$ cat src/rtl/keyb_scancode_history_disp_pkg.sv
// rtl/keyb_scancode_history_disp_pkg.sv - shared constants and prefix FSM encoding for the scancode history display
package keyb_scancode_history_disp_pkg;

   // Segment bus layout {a,b,c,d,e,f,g,dp}, active-high before polarity is applied
   localparam int SEG_A  = 7;
   localparam int SEG_G  = 1;
   localparam int SEG_DP = 0;
   localparam logic [7:0] SEG_BLANK = 8'h00;

   localparam logic [7:0] PFX_EXT = 8'hE0;
   localparam logic [7:0] PFX_BRK = 8'hF0;

   typedef enum logic [1:0] {
      ST_IDLE    = 2'd0,
      ST_EXT     = 2'd1,
      ST_BRK     = 2'd2,
      ST_EXT_BRK = 2'd3
   } pfx_state_t;

endpackage

$ cat src/rtl/conv_hex_7seg.sv
// rtl/conv_hex_7seg.sv - hex nibble to active-high {a..g} segment pattern
module conv_hex_7seg (
   input  logic [3:0] nibble,
   output logic [6:0] segs
);

   always_comb begin
      segs = 7'h00;
      case (nibble)
         4'h0: segs = 7'h7E;
         4'h1: segs = 7'h30;
         4'h2: segs = 7'h6D;
         4'h3: segs = 7'h79;
         4'h4: segs = 7'h33;
         4'h5: segs = 7'h5B;
         4'h6: segs = 7'h5F;
         4'h7: segs = 7'h70;
         4'h8: segs = 7'h7F;
         4'h9: segs = 7'h7B;
         4'hA: segs = 7'h77;
         4'hB: segs = 7'h1F;
         4'hC: segs = 7'h4E;
         4'hD: segs = 7'h3D;
         4'hE: segs = 7'h4F;
         4'hF: segs = 7'h47;
         default: segs = 7'h00;
      endcase
   end

endmodule

$ cat src/rtl/keyb_scancode_history_disp.sv
// rtl/keyb_scancode_history_disp.sv - PS/2 make-code history shown on a multiplexed 7-segment display
module keyb_scancode_history_disp
   import keyb_scancode_history_disp_pkg::*;
#(
   parameter int NUM_DIGITS    = 4,
   parameter int REFRESH_DIV   = 50000,
   parameter int FILTER_BREAK  = 1,
   parameter int ANODE_ACT_LOW = 1,
   parameter int SEG_ACT_LOW   = 1
) (
   input  logic                  clk,
   input  logic                  reset,
   input  logic [7:0]            scancode,
   input  logic                  scan_valid,
   output logic [7:0]            seg,
   output logic [NUM_DIGITS-1:0] anodes,
   output logic                  new_key
);

   localparam int HIST = NUM_DIGITS / 2;
   localparam int IW   = $clog2(NUM_DIGITS);
   localparam int DW   = $clog2(REFRESH_DIV);
   localparam logic [7:0] SEG_OFF = (SEG_ACT_LOW != 0) ? ~SEG_BLANK : SEG_BLANK;
   localparam logic [NUM_DIGITS-1:0] AN_OFF = (ANODE_ACT_LOW != 0) ? '1 : '0;

   logic                  valid_q;
   logic                  accept;
   pfx_state_t            state;
   logic                  store_en;
   logic                  store_ext;
   logic [HIST-1:0][7:0]  slot_byte;
   logic [HIST-1:0]       slot_ext;
   logic [HIST-1:0]       slot_vld;
   logic [DW-1:0]         div;
   logic [IW-1:0]         idx;
   logic [7:0]            cur_byte;
   logic                  cur_ext;
   logic                  cur_vld;
   logic [3:0]            nibble;
   logic [6:0]            hex_segs;
   logic [7:0]            seg_on;
   logic [NUM_DIGITS-1:0] an_sel;

   assign accept = scan_valid & ~valid_q;

   // Which accepted bytes become history entries, and whether they carry the E0 flag
   always_comb begin
      store_en  = 1'b0;
      store_ext = 1'b0;
      if (accept) begin
         if (FILTER_BREAK == 0) begin
            store_en = 1'b1;
         end else begin
            case (state)
               ST_IDLE: store_en = (scancode != PFX_BRK) && (scancode != PFX_EXT);
               ST_EXT: begin
                  store_en  = (scancode != PFX_BRK) && (scancode != PFX_EXT);
                  store_ext = 1'b1;
               end
               default: store_en = 1'b0;
            endcase
         end
      end
   end

   always_ff @(posedge clk) begin
      if (reset) begin
         state <= ST_IDLE;
      end else if (accept && (FILTER_BREAK != 0)) begin
         case (state)
            ST_IDLE: begin
               if (scancode == PFX_BRK)      state <= ST_BRK;
               else if (scancode == PFX_EXT) state <= ST_EXT;
            end
            ST_EXT: begin
               if (scancode == PFX_BRK)      state <= ST_EXT_BRK;
               else if (scancode != PFX_EXT) state <= ST_IDLE;
            end
            default: state <= ST_IDLE;
         endcase
      end
   end

   // valid_q resets high so a strobe held across reset release is not taken
   always_ff @(posedge clk) begin
      if (reset) begin
         valid_q   <= 1'b1;
         new_key   <= 1'b0;
         slot_byte <= '0;
         slot_ext  <= '0;
         slot_vld  <= '0;
      end else begin
         valid_q <= scan_valid;
         new_key <= store_en;
         if (store_en) begin
            for (int k = 1; k < HIST; k++) begin
               slot_byte[k] <= slot_byte[k-1];
               slot_ext[k]  <= slot_ext[k-1];
               slot_vld[k]  <= slot_vld[k-1];
            end
            slot_byte[0] <= scancode;
            slot_ext[0]  <= store_ext;
            slot_vld[0]  <= 1'b1;
         end
      end
   end

   // Digit pair k shows slot k; even digit is the low nibble and carries the DP
   always_comb begin
      cur_byte = '0;
      cur_ext  = 1'b0;
      cur_vld  = 1'b0;
      for (int k = 0; k < HIST; k++) begin
         if ((int'(idx) >> 1) == k) begin
            cur_byte = slot_byte[k];
            cur_ext  = slot_ext[k];
            cur_vld  = slot_vld[k];
         end
      end
   end

   assign nibble = idx[0] ? cur_byte[7:4] : cur_byte[3:0];

   conv_hex_7seg u_hex (
      .nibble (nibble),
      .segs   (hex_segs)
   );

   always_comb begin
      seg_on = SEG_BLANK;
      if (cur_vld) begin
         seg_on[SEG_A:SEG_G] = hex_segs;
         seg_on[SEG_DP]      = cur_ext & ~idx[0];
      end
   end

   assign an_sel = {{(NUM_DIGITS-1){1'b0}}, 1'b1} << idx;

   always_ff @(posedge clk) begin
      if (reset) begin
         div    <= '0;
         idx    <= '0;
         seg    <= SEG_OFF;
         anodes <= AN_OFF;
      end else begin
         if (div == DW'(REFRESH_DIV - 1)) begin
            div <= '0;
            idx <= (idx == IW'(NUM_DIGITS - 1)) ? '0 : idx + 1'b1;
         end else begin
            div <= div + 1'b1;
         end
         seg    <= seg_on ^ SEG_OFF;
         anodes <= an_sel ^ AN_OFF;
      end
   end

endmodule

$ cat config.mk
export PLATFORM = sky130hd
export DESIGN_NAME = keyb_scancode_history_disp
export DESIGN_NICKNAME = d
export VERILOG_FILES = /design/src/rtl/keyb_scancode_history_disp_pkg.sv /design/src/rtl/conv_hex_7seg.sv /design/src/rtl/keyb_scancode_history_disp.sv
export SDC_FILE = /design/constraint.sdc
export NUM_CORES = 1
export LEC_CHECK = 0
export BUFFER_PORTS_ARGS = -buffer_cell sky130_fd_sc_hd__clkbuf_2
export CAP_MARGIN = 10
export CORE_UTILIZATION = 45
export CTS_CLUSTER_DIAMETER = 30
export CTS_CLUSTER_SIZE = 16
export DETAILED_ROUTE_END_ITERATION = 6
export PLACE_DENSITY = 0.76
export SLEW_MARGIN = 5
export SYNTH_ARGS = -nofsm -noshare
export SYNTH_HDL_FRONTEND = slang
export SYNTH_SLANG_ARGS = --single-unit
$ cat constraint.sdc
create_clock -name clk -period 2.1 [get_ports clk]
set_input_delay 0.21 -clock clk [delete_from_list [all_inputs] [get_ports clk]]
set_output_delay 0.21 -clock clk [all_outputs]
set_load 0.1 [all_outputs]
==> impl_metrics.csv <==
group,metric,value,unit
worst_hold_path,min_from,"scancode[2]",
clocking,clkTransAtPathRegs,90,ps
cells_and_area,syn2layout_area_growth,13.4,%
route,drtIter0Drc,59,
worst_hold_path,hold_path_end,"slot_byte[2]",
route,wl_met3,125,um
pwr,peakVddDrop,338,uV
clocking,cts.sinks,54,
timing,fmax,524,MHz
outcome,status,"finished clean",
pwr,p_leak,1.03,nW
worst_setup_path,slowest_delay,520,ps
die,die_w,73.8,um
clocking,cts.htree.levels,2,
global_route,grt_usage,16.6,%
route,wire_per_inst,11.8,um
route,first_pass_iters,4,
timing,finalCritPeriodShare,90.9,%
timing,slew_headroom,62.9,%
logic_synthesis,synth-seq-area-share,46.6,%
logic_synthesis,synth_top_area_share,46.6,%
die,coreArea,4850,um2
pwr,seq_power_share,58.6,%
logic_synthesis,yosysUniqueCellTypes,34,
die,fp-row-count,25,
cells_and_area,regArea,1080,um2
pwr,pwr-share-clk,33.2,%
global_route,grt-ovfl-total,0,
worst_setup_path,worst-r2r-cell-count,4,
job,cap_violations,0,
timing,finalSetupTns,0,ps
worst_setup_path,crit_fanout,4,
worst_hold_path,min_path_type,"in -> reg",
global_route,antenna_found_initial,0,
worst_setup_path,r2r_setup_slack,190,ps
die,num_io_pins,24,
logic_synthesis,synth_edf_count,0,
clocking,holdBufCountCts,0,
worst_setup_path,crit_arrival,2150,ps
die,fp.dieArea,5450,um2
global_route,grt_pass1_wl,6.93,mm
timing,rsz0062_at_grt,"false",
logic_synthesis,syn_avg_cell_area,9.63,um2
cells_and_area,nets,289,
logic_synthesis,synth_area_leaders,"dfxtp_1 (47%), mux2i_1 (7.8%), nor2_1 (7.0%)",
route,dr.max_layer_used,"met4",
logic_synthesis,synth_top_area_cell,"dfxtp_1",
logic_synthesis,synth_warnings,0,
logic_synthesis,syn_area,2320,um2
pwr,power_density,685,nW/um2
timing,fin_worst_skew,12.2,ps
global_route,grt_pass1_vias,1555,
die,initial_utilization,47.9,%
place,gp_congestion,0.842,
place,io_buffers,23,
worst_setup_path,worstPathCellList,"or4b_1 -> or4_4 -> or3_1 -> a21oi_2",
clocking,post_cts_buffers,0,
worst_setup_path,cp-start-kind,"flop",
clocking,ctsRootBufferMaster,"clkbuf_8",
worst_setup_path,end_kind,"flop",
place,place_area,2540,um2
clocking,cts_resized,0,
place,hpwl,2.81,mm
cells_and_area,drive_above_1_share,17.2,%
logic_synthesis,synth_most_common_cell,"dfxtp_1",
clocking,cts_tree,"done",
logic_synthesis,synth.ff_latch_count,54,
logic_synthesis,yosys-top-cells-count,"dfxtp_1 (54), nor2_1 (43), mux2i_1 (18), xnor2_1 (13)",
route,wl_met1,2.04,mm
place,place_inst,327,
timing,slew_viol_final,0,
timing,tightestPinTransition,555,ps
pwr,p_sw,0.437,mW
logic_synthesis,synth_ff_type,"dfxtp_1",
timing,setup_viol,0,
worst_hold_path,holdPathStages,3,
pwr,p_int,1.36,mW
clocking,clk-insertion-delay-late,310,ps
pwr,p_sw_share,24.2,%
worst_setup_path,path_class,"reg -> reg",
route,wirelength,3.96,mm
cells_and_area,postLayoutCellArea,2630,um2
route,vias,1685,
worst_setup_path,crit_slowest_cell,"or4_4",
pwr,combPwrFrac,8.1,%
logic_synthesis,syn_inst,241,
cells_and_area,n_fill_cell,442,
cells_and_area,multi_input_area,1150,um2
timing,whs,128,ps
cells_and_area,layout.cells.non_filler,335,
timing,min_period,1910,ps
worst_setup_path,required,2340,ps
worst_setup_path,r2r-end,"idx[0]",
logic_synthesis,synthArstFlopShare,0,%
route,drc_errors,0,
clocking,cts_buffers,5,
route,wl_met2,1.70,mm
worst_setup_path,r2r_start,"div[7]",
route,vias_per_cell,5.03,
global_route,grt_start_max_net_pins,22,
timing,hold_viol_final,0,
route,antenna_left,0,
cells_and_area,antennaDiodeCount,0,
die,die_h,73.8,um
clocking,clockBufferDepth,2,
logic_synthesis,syn_nets,263,
metal layers:
| layer | GRT usage [%] | up-vias |
|---|---|---|
| li1 | - | 872 |
| met1 | 21.6 | 780 |
| met2 | 25.2 | 25 |
| met3 | 4.53 | 8 |
| met4 | 8.12 | 0 |
| met5 | 0 | - |
layout by cell type, fill, tap and decap left out, types with 4 or more instances in the layout:
cell / synthesis / final
nor2_1: 43 / 43
o221ai_1: 4 / 4
inv_1: 12 / 12
nand2b_1: 7 / 7
dfxtp_1: 54 / 54
nor3_1: 7 / 7
nand3_1: 8 / 8
clkbuf_8: 0 / 6
buf_4: 1 / 5
ha_1: 11 / 11
mux2i_1: 18 / 18
clkbuf_2: 0 / 23
xnor2_1: 13 / 13
a21oi_1: 8 / 8
nand2_1: 12 / 12
mux4_2: 4 / 4
stage by stage:
stage	utilization, %	power [mW]	worst slack (ps)
after global placement	52.3	1.22	243
after CTS	54.3	1.82	197
after floorplan	-	1.19	65.3
after detailed placement	52.3	1.23	216
after global routing	54.3	1.89	65.1
final	54.3	1.80	191
worst max-delay path, delay by kind of cell, from the launching register on:
kind,cells,cell delay (ps)
simple gates,3,1380
compound gates,1,130
flops,1,340
how the worst max path moves through the flow:
stage | startpoint | endpoint | slack (ps) | cells after the start
after floorplan | idx[1] | seg[6] | 70 | 7
after global placement | idx[1] | seg[4] | 240 | 5
after detailed placement | idx[0] | seg[7] | 220 | 4
after CTS | div[7] | idx[0] | 200 | 4
after global routing | idx[1] | seg[6] | 70 | 6
final | div[7] | idx[0] | 190 | 4
final cells by class:
| type | count | area share (%) |
|---|---|---|
| multi-input combinational | 165 | 43.8 |
| sequential | 54 | 41.1 |
| timing repair buffer | 29 | 6.56 |
| clock buffer | 7 | 3.28 |
| tap | 67 | 3.19 |
| inverter | 12 | 1.71 |
| clock inverter | 1 | 0.333 |
flip-flops by register name (all words and copies together) (netlist names):
| name | cells |
|---|---|
| slot_byte | 16 |
| new_key | 1 |
| state | 2 |
| div | 16 |
| idx | 2 |
| valid_q | 1 |
| slot_ext | 2 |
| slot_vld | 2 |
| seg | 8 |
| anodes | 4 |
power groups by stage:
stage / Clock, mW / Sequential, mW / Combinational, mW
finish: 0.599 / 1.06 / 0.147
global route: 0.667 / 1.06 / 0.160
CTS: 0.619 / 1.06 / 0.147
detailed placement: 0 / 1.08 / 0.147
global placement: 0 / 1.08 / 0.145
floorplan: 0 / 1.12 / 0.0709
cells by family (layout without fill, tap and decap cells):
kind of cell	after synthesis	after routing	synth area share, %
multiplexers	23	23	12.1
buffers and inverters	22	49	3.88
adder cells (fa/ha/maj)	11	11	5.93
XOR/XNOR	14	14	5.28
AND/OR/NAND/NOR	96	96	20.2
AO/OA/AOI/OAI	21	21	5.98
flip-flops	54	54	46.6
No activity file was read; power rests on OpenSTA's default activity.
